`src/rtl/obi_to_axi_lite_master.sv`:
```
// Bridges an OBI manager port onto an AXI4-Lite manager, one transaction at a time.
// Ports:
//   clk_i, rst_i             clock, synchronous active-high reset
//   obi_req_i/obi_gnt_o      OBI address phase (grant is combinational)
//   obi_addr_i/we_i/be_i/wdata_i  OBI request payload
//   obi_rvalid_o/rdata_o/err_o    OBI response (one-cycle pulse)
//   m_aw*/m_w*/m_b*          AXI-Lite write channels
//   m_ar*/m_r*               AXI-Lite read channels
//   busy_o                   transaction in flight
//   err_cnt_o                saturating count of non-OKAY responses
module obi_to_axi_lite_master #(
  parameter int unsigned ADDR_WIDTH = 32,
  parameter int unsigned DATA_WIDTH = 32,
  parameter logic [2:0]  AXI_PROT   = 3'b000
) (
  input  logic                    clk_i,
  input  logic                    rst_i,
  input  logic                    obi_req_i,
  output logic                    obi_gnt_o,
  input  logic [ADDR_WIDTH-1:0]   obi_addr_i,
  input  logic                    obi_we_i,
  input  logic [DATA_WIDTH/8-1:0] obi_be_i,
  input  logic [DATA_WIDTH-1:0]   obi_wdata_i,
  output logic                    obi_rvalid_o,
  output logic [DATA_WIDTH-1:0]   obi_rdata_o,
  output logic                    obi_err_o,
  output logic [ADDR_WIDTH-1:0]   m_awaddr_o,
  output logic [2:0]              m_awprot_o,
  output logic                    m_awvalid_o,
  input  logic                    m_awready_i,
  output logic [DATA_WIDTH-1:0]   m_wdata_o,
  output logic [DATA_WIDTH/8-1:0] m_wstrb_o,
  output logic                    m_wvalid_o,
  input  logic                    m_wready_i,
  input  logic [1:0]              m_bresp_i,
  input  logic                    m_bvalid_i,
  output logic                    m_bready_o,
  output logic [ADDR_WIDTH-1:0]   m_araddr_o,
  output logic [2:0]              m_arprot_o,
  output logic                    m_arvalid_o,
  input  logic                    m_arready_i,
  input  logic [DATA_WIDTH-1:0]   m_rdata_i,
  input  logic [1:0]              m_rresp_i,
  input  logic                    m_rvalid_i,
  output logic                    m_rready_o,
  output logic                    busy_o,
  output logic [7:0]              err_cnt_o
);

  localparam int unsigned STRB_WIDTH = DATA_WIDTH / 8;

  typedef enum logic [2:0] {
    IDLE   = 3'd0,
    WR_REQ = 3'd1,
    WR_RSP = 3'd2,
    RD_REQ = 3'd3,
    RD_RSP = 3'd4,
    RSP    = 3'd5
  } state_e;

  state_e                  state_q;
  logic [ADDR_WIDTH-1:0]   addr_q;
  logic [DATA_WIDTH-1:0]   wdata_q;
  logic [STRB_WIDTH-1:0]   be_q;
  logic                    awvalid_q, wvalid_q, aw_done_q, w_done_q;
  logic                    bready_q, arvalid_q, rready_q;
  logic                    rvalid_q, err_q;
  logic [DATA_WIDTH-1:0]   rdata_q;
  logic [7:0]              err_cnt_q;

  logic aw_hs, w_hs, b_err, r_err, cnt_sat;

  assign aw_hs   = awvalid_q & m_awready_i;
  assign w_hs    = wvalid_q & m_wready_i;
  assign b_err   = (m_bresp_i != 2'b00);
  assign r_err   = (m_rresp_i != 2'b00);
  assign cnt_sat = (err_cnt_q == 8'hFF);

  // Grant only while idle; this is what enforces a single outstanding transaction.
  assign obi_gnt_o = obi_req_i & (state_q == IDLE);

  // Transaction FSM with all AXI/OBI handshake outputs held in registers.
  always_ff @(posedge clk_i) begin
    if (rst_i) begin
      state_q   <= IDLE;
      addr_q    <= '0;
      wdata_q   <= '0;
      be_q      <= '0;
      awvalid_q <= 1'b0;
      wvalid_q  <= 1'b0;
      aw_done_q <= 1'b0;
      w_done_q  <= 1'b0;
      bready_q  <= 1'b0;
      arvalid_q <= 1'b0;
      rready_q  <= 1'b0;
      rvalid_q  <= 1'b0;
      err_q     <= 1'b0;
      rdata_q   <= '0;
      err_cnt_q <= 8'h00;
    end else begin
      rvalid_q <= 1'b0;
      case (state_q)
        IDLE: begin
          if (obi_req_i) begin
            addr_q  <= obi_addr_i;
            wdata_q <= obi_wdata_i;
            be_q    <= obi_be_i;
            if (obi_we_i) begin
              state_q   <= WR_REQ;
              awvalid_q <= 1'b1;
              wvalid_q  <= 1'b1;
              aw_done_q <= 1'b0;
              w_done_q  <= 1'b0;
            end else begin
              state_q   <= RD_REQ;
              arvalid_q <= 1'b1;
            end
          end
        end
        WR_REQ: begin
          // AW and W retire independently; leave once both have been accepted.
          if (aw_hs) begin
            awvalid_q <= 1'b0;
            aw_done_q <= 1'b1;
          end
          if (w_hs) begin
            wvalid_q <= 1'b0;
            w_done_q <= 1'b1;
          end
          if ((aw_done_q | aw_hs) & (w_done_q | w_hs)) begin
            state_q  <= WR_RSP;
            bready_q <= 1'b1;
          end
        end
        WR_RSP: begin
          if (m_bvalid_i) begin
            bready_q <= 1'b0;
            rdata_q  <= '0;
            err_q    <= b_err;
            rvalid_q <= 1'b1;
            state_q  <= RSP;
            if (b_err && !cnt_sat) err_cnt_q <= err_cnt_q + 8'd1;
          end
        end
        RD_REQ: begin
          if (m_arready_i) begin
            arvalid_q <= 1'b0;
            rready_q  <= 1'b1;
            state_q   <= RD_RSP;
          end
        end
        RD_RSP: begin
          if (m_rvalid_i) begin
            rready_q <= 1'b0;
            rdata_q  <= m_rdata_i;
            err_q    <= r_err;
            rvalid_q <= 1'b1;
            state_q  <= RSP;
            if (r_err && !cnt_sat) err_cnt_q <= err_cnt_q + 8'd1;
          end
        end
        RSP: begin
          state_q <= IDLE;
        end
        default: begin
          state_q <= IDLE;
        end
      endcase
    end
  end

  assign obi_rvalid_o = rvalid_q;
  assign obi_rdata_o  = rdata_q;
  assign obi_err_o    = err_q;
  assign m_awaddr_o   = addr_q;
  assign m_awprot_o   = AXI_PROT;
  assign m_awvalid_o  = awvalid_q;
  assign m_wdata_o    = wdata_q;
  assign m_wstrb_o    = be_q;
  assign m_wvalid_o   = wvalid_q;
  assign m_bready_o   = bready_q;
  assign m_araddr_o   = addr_q;
  assign m_arprot_o   = AXI_PROT;
  assign m_arvalid_o  = arvalid_q;
  assign m_rready_o   = rready_q;
  assign busy_o       = (state_q != IDLE);
  assign err_cnt_o    = err_cnt_q;

endmodule

```
`config.mk`:
```
export PLATFORM = sky130hd
export DESIGN_NAME = obi_to_axi_lite_master
export DESIGN_NICKNAME = d
export VERILOG_FILES = /design/src/rtl/obi_to_axi_lite_master.sv
export SDC_FILE = /design/constraint.sdc
export NUM_CORES = 1
export LEC_CHECK = 0
export ABC_AREA = 1
export CAP_MARGIN = 25
export CORE_ASPECT_RATIO = 1.2
export CORE_UTILIZATION = 39
export CTS_CLUSTER_DIAMETER = 80
export CTS_CLUSTER_SIZE = 40
export DETAILED_ROUTE_END_ITERATION = 6
export PLACE_DENSITY = 0.81
export RECOVER_POWER = 100
export SYNTH_ARGS = -nofsm -noshare
export SYNTH_HDL_FRONTEND = slang
export SYNTH_SLANG_ARGS = --single-unit
```
`constraint.sdc`:
```
create_clock -name clk_i -period 2.2 [get_ports clk_i]
set_clock_uncertainty 0.1 [all_clocks]
set_input_delay 0.44 -clock clk_i [delete_from_list [all_inputs] [get_ports clk_i]]
set_output_delay 0.44 -clock clk_i [all_outputs]
set_load 0.05 [all_outputs]
```
# --- After elaboration in Yosys (flattened, before gate mapping) ---
# Index checks and enable logic that the tools add are counted.
word_totals:
  reg_bits: 120
  latchBits: 0
  mem_bits_rw: 0
  romBits: 0
  in_bits: 113
  word_cells: 102
  n_memories: 0
classes:
  n_addsub: 1
  n_mul: 0
  n_div: 0
  order_cmp: 0
  n_eq_ne: 16
  shift: 0
  muxes: 43
  bitwise: 6
  n_reduce_logical: 21
op_table:
  columns: ["operator", "n"]
  rows:
  - ["$mux W32", 2]
  - ["$pmux W32 S2", 1]
  - ["$mux W8", 4]
  - ["$ne A2 B2 Y1 const B", 11]
  - ["$mux W1", 19]
  - ["$pmux W1 S2", 9]
  - ["$pmux W8 S2", 1]
  - ["$mux W3", 5]
  - ["$pmux W3 S5", 1]
  - ["$reduce_bool A2 Y1", 7]
  - ["$reduce_and A4 Y1", 3]
  - ["$reduce_and A5 Y1", 2]
  - ["$reduce_and A3 Y1", 3]
  - ["$add A8 B1 Y8 const B", 1]
  - ["$eq A8 B8 Y1 const B", 1]
  - ["$eq A3 B2 Y1 const B", 2]
  - ["$and A1 B1 Y1", 4]
  - ["$eq A3 B1 Y1 const B", 1]
  - ["$eq A3 B3 Y1 const B", 1]
  - ["$logic_not A3 Y1", 1]
  - ["$reduce_bool A3 Y1", 1]
  - ["$logic_and A1 B1 Y1", 2]
  - ["$mux W2", 1]
  - ["$or A1 B1 Y1", 2]
  - ["2 further kinds", 2]

# --- Logic depth before layout (Yosys ltp) ---
logic_depth:
  depth_word: 6
  mapped_depth: 9
  ltp_nobuf: 9

# --- Least setup slack after synthesis ---
# No wires, ideal clock.
synth_path:
  path_type: "flip-flop to flip-flop"
  from: "reg err_cnt_q[0] (netlist: err_cnt_o[0])"
  to: "reg err_cnt_q[7] (netlist: err_cnt_o[7])"
  arrival_ps: 1778
  required_ps: 2030
  path_slack_ps: 252
  stages_incl_launch_ff: 10
  path_buffers: 0
  period_less_slack_ps: 1948
  path_cell_list: "dfxtp_1 > ha_1 > nand2_1 > nor2_1 > nand2_1 > nand2_1 > nand2_1 > nand3_2 > nand2_1 > a21oi_1"
synth_via:
  elab_chain_cells: 5
  elab_cells_between_ends: 13
synth_lines:
  columns: ["element", "line_no", "source"]
  rows:
  - ["from (decl)", "69", "logic [7:0] err_cnt_q;"]
  - ["from (signal assigned)", "142", "if (b_err && !cnt_sat) err_cnt_q <= err_cnt_q + 8'd1;"]
  - ["from (signal assigned)", "159", "if (r_err && !cnt_sat) err_cnt_q <= err_cnt_q + 8'd1;"]
  - ["branches (longest 5 deep; another with $add A8 B1 Y8)", null, null]
# Several ways; the timed one is not identified. The select of a mux whose other input is x is not followed.
# A chain may end at the register's enable or synchronous reset.

# --- Final worst setup path ---
layout_path:
  from: "reg addr_q[21] (netlist: m_araddr_o[21])"
  to: "out m_awaddr_o[21]"
layout_lines:
  columns: ["element", "line_no", "source"]
  rows:
  - ["from (decl)", "62", "logic [ADDR_WIDTH-1:0] addr_q;"]
  - ["from (signal assigned)", "105", "addr_q <= obi_addr_i;"]
  - ["to (decl)", "27", "output logic [ADDR_WIDTH-1:0] m_awaddr_o,"]
# No word-level cell between the ends.

==> results.md <==
* Antenna Nets Post-Route at 0
* Synth area leaders: dfxtp_1 50%, nand2_1 19%, a21oi_1 12%
* Inserted Diodes at 0
* Post-synth top cells: 244 x nand2_1, 120 x dfxtp_1, 118 x a21oi_1
* Setup crit start kind: register
* Max Fclk at 0.462 GHz
* Final Hold Violating Endpoints at 0
* First-pass GRT wire length at between 20 and 25 mm
* Post-synth EDFFs at 0
* DRT Pass-1 Iters at 4
* Fin nets at 972
* PwrDens at about 1300 nW/um2
* Total Wirelength at 14.0 mm
* Vias at 4889
* CP max-delay cell: clkdlybuf4s50_1
* Syn-to-layout area delta at 61.6%
* YS warnings at 0
* WP data arrival at 1620 ps
* PortBufs at 261
* P_leak at 2.92 nW
* Post-synthesis average cell area at 7.60 um2
* Synthesized area at 4840 um2
* Vias per cell at 4.74
* CTS tree: yes
* WP data required at 1660 ps
* Mapped Cells at 636
* DRC Markers at 0
* DR iter-0 viols at 239
* DPL Wire Length at 9.64 mm
* Synth area leader: dfxtp_1
* Flops & latches, synth at 120
* Synth unique cells at 31
* I/O pins at 268
* Final setup violating endpoints at 0
* Buffers and inverters on the worst path at 1
* Reg clk slew, reported paths at 60 ps
* Root buffer cell: clkbuf_16
* TritonCTS buffer count at 17
* Initial antenna violation count at 0
* RSZ-0062 raised after global routing: no
* Max IR drop VDD at 0.866 mV
* Height of the die at 124 um
* Crit-path max cell delay at 830 ps
* Tightest Pin Transition at slightly below 700 ps
* Setup Fix Bufs, Post-CTS at 0
* Fin. max-slew vios at 0
* Period utilization at 0.983
* Worst hold path class: in2reg
* GP Congestion at 0.818
* Status: complete, no violations
* Largest net degree at the start of global routing at 69
* Count of non-filler cells in the finished layout at slightly above 1000
* CP top delay family: buffers and inverters
* Grt total ovfl at 0
* Worst-path fanout max at 3
* Setup CP Type: reg2out
* Worst-Skew Late Latency at 410 ps
* Slew Limit Headroom at 0.545
* Clock tree sinks at 120
* Setup TNS at 0 ps
* Post-synth top flop: dfxtp_1
* Placed cell count at 1000
* CP endpoint kind: output port
* Share of layout cells above drive strength 1 at 0.0666
* Asr flop ratio synth at 0
* Drt wl/cell at 13.6 um
* Core area at 12100 um2
* Initial Util at 0.399
* Synth top area share at 0.497
* GRT Total Usage at 0.216
* Max-cap violations at 0
* Die width at 104 um
* Vias in the first global route at 4640
* Htree depth at 4
* Sequential-to-total area share from yosys stat at 0.497
* Most numerous cell in the Yosys netlist: nand2_1
* Tmin final at 2160 ps
* Clock buffer depth at 2
* Die Area at 12900 um2
* Cells along the critical path: clkdlybuf4s50_1
* # rows at 44
## final timing paths
path / startpoint / endpoint / slack (ps) / depth (start not counted)
min: rst_i / err_cnt_o[0]$_SDFFE_PP0P_ / 360 / 2
max reg2reg: state_q[0]$_SDFFE_PP0P_ / obi_rdata_o[21]$_SDFFE_PP0P_ / 230 / 9
max: m_araddr_o[21]$_SDFFE_PP0P_ / m_awaddr_o[21] / 40 / 1
min reg2reg: obi_rdata_o[27]$_SDFFE_PP0P_ / obi_rdata_o[27]$_SDFFE_PP0P_ / 360 / 2
## cells in the final DEF (no fill, tap or decap), types with 8 or more instances in the layout
master           instances
clkbuf_16               17
clkbuf_1                12
o21ai_0                  8
nand2_1                245
clkdlybuf4s50_1        241
a21oi_1                118
dfxtp_1                120
nand4_1                  8
inv_1                   16
nor2_1                  15
## sequential cells by signal (all words and copies together), names as in the netlist, 3 cells and up
| name | flops |
|---|---|
| obi_rdata_o | 32 |
| m_araddr_o | 32 |
| m_wdata_o | 32 |
| err_cnt_o | 8 |
| state_q | 3 |
| m_wstrb_o | 4 |
## routing by layer
metal | vias to the layer above | global-route usage | share of wire
li1 | 2439 | - | -
met1 | 2225 | 0.241 | 0.41
met2 | 205 | 0.371 | 0.48
met3 | 20 | 0.0837 | 0.084
met4 | 0 | 0.0884 | 0.019
met5 | - | 0 | 0
## stage by stage
| step | hold WS, ps | total power, W | worst slack [ps] | area [um2] | util |
|---|---|---|---|---|---|
| after floorplan | 340 | 0.00599 | 252 | 4850 | - |
| after global placement | 346 | 0.00720 | 233 | 7290 | 0.602 |
| after detailed placement | 352 | 0.00723 | 202 | 7290 | 0.602 |
| after CTS | 344 | 0.0102 | 0.879 | 7910 | 0.653 |
| after global routing | 358 | 0.0105 | 1.28 | 7810 | 0.645 |
| final | 360 | 0.00999 | 36.5 | 7810 | 0.645 |
## power by group
part	total [W]	switching, W	internal, W	leakage (nW)
clock network	0.00289	0.00104	0.00185	0.296
logic	0.00430	0.00295	0.00135	1.64
registers	0.00281	0.000259	0.00255	0.977
total	0.00999	0.00424	0.00575	2.92
## layout make-up
cell class                 count  area (um2)
sequential                   120        2400
clock inverter                13         170
inverter                      22        83.8
multi-input combinational    427        1870
fill                        1038        4300
timing repair buffer         270        2630
clock buffer                  19         453
tap                          161         201
## what timing repair did
action | in CTS | in global routing
endpoints found under the setup margin | 3 | 11
pin swaps | 0 | 0
gates cloned | 0 | 0
hold buffers | 0 | 0
gates resized for setup | 3 | 11
## cells by family after synthesis
| kind of cell | count (synthesis) | synth area share |
|---|---|---|
| AND/OR/NAND/NOR | 286 | 0.240 |
| AO/OA/AOI/OAI | 131 | 0.137 |
| buffers and inverters | 94 | 0.117 |
| adder cells (fa/ha/maj) | 1 | 0.00259 |
| other | 1 | 0.000775 |
| flip-flops | 120 | 0.497 |
| XOR/XNOR | 3 | 0.00543 |
No activity file was read; power rests on OpenSTA's default activity.
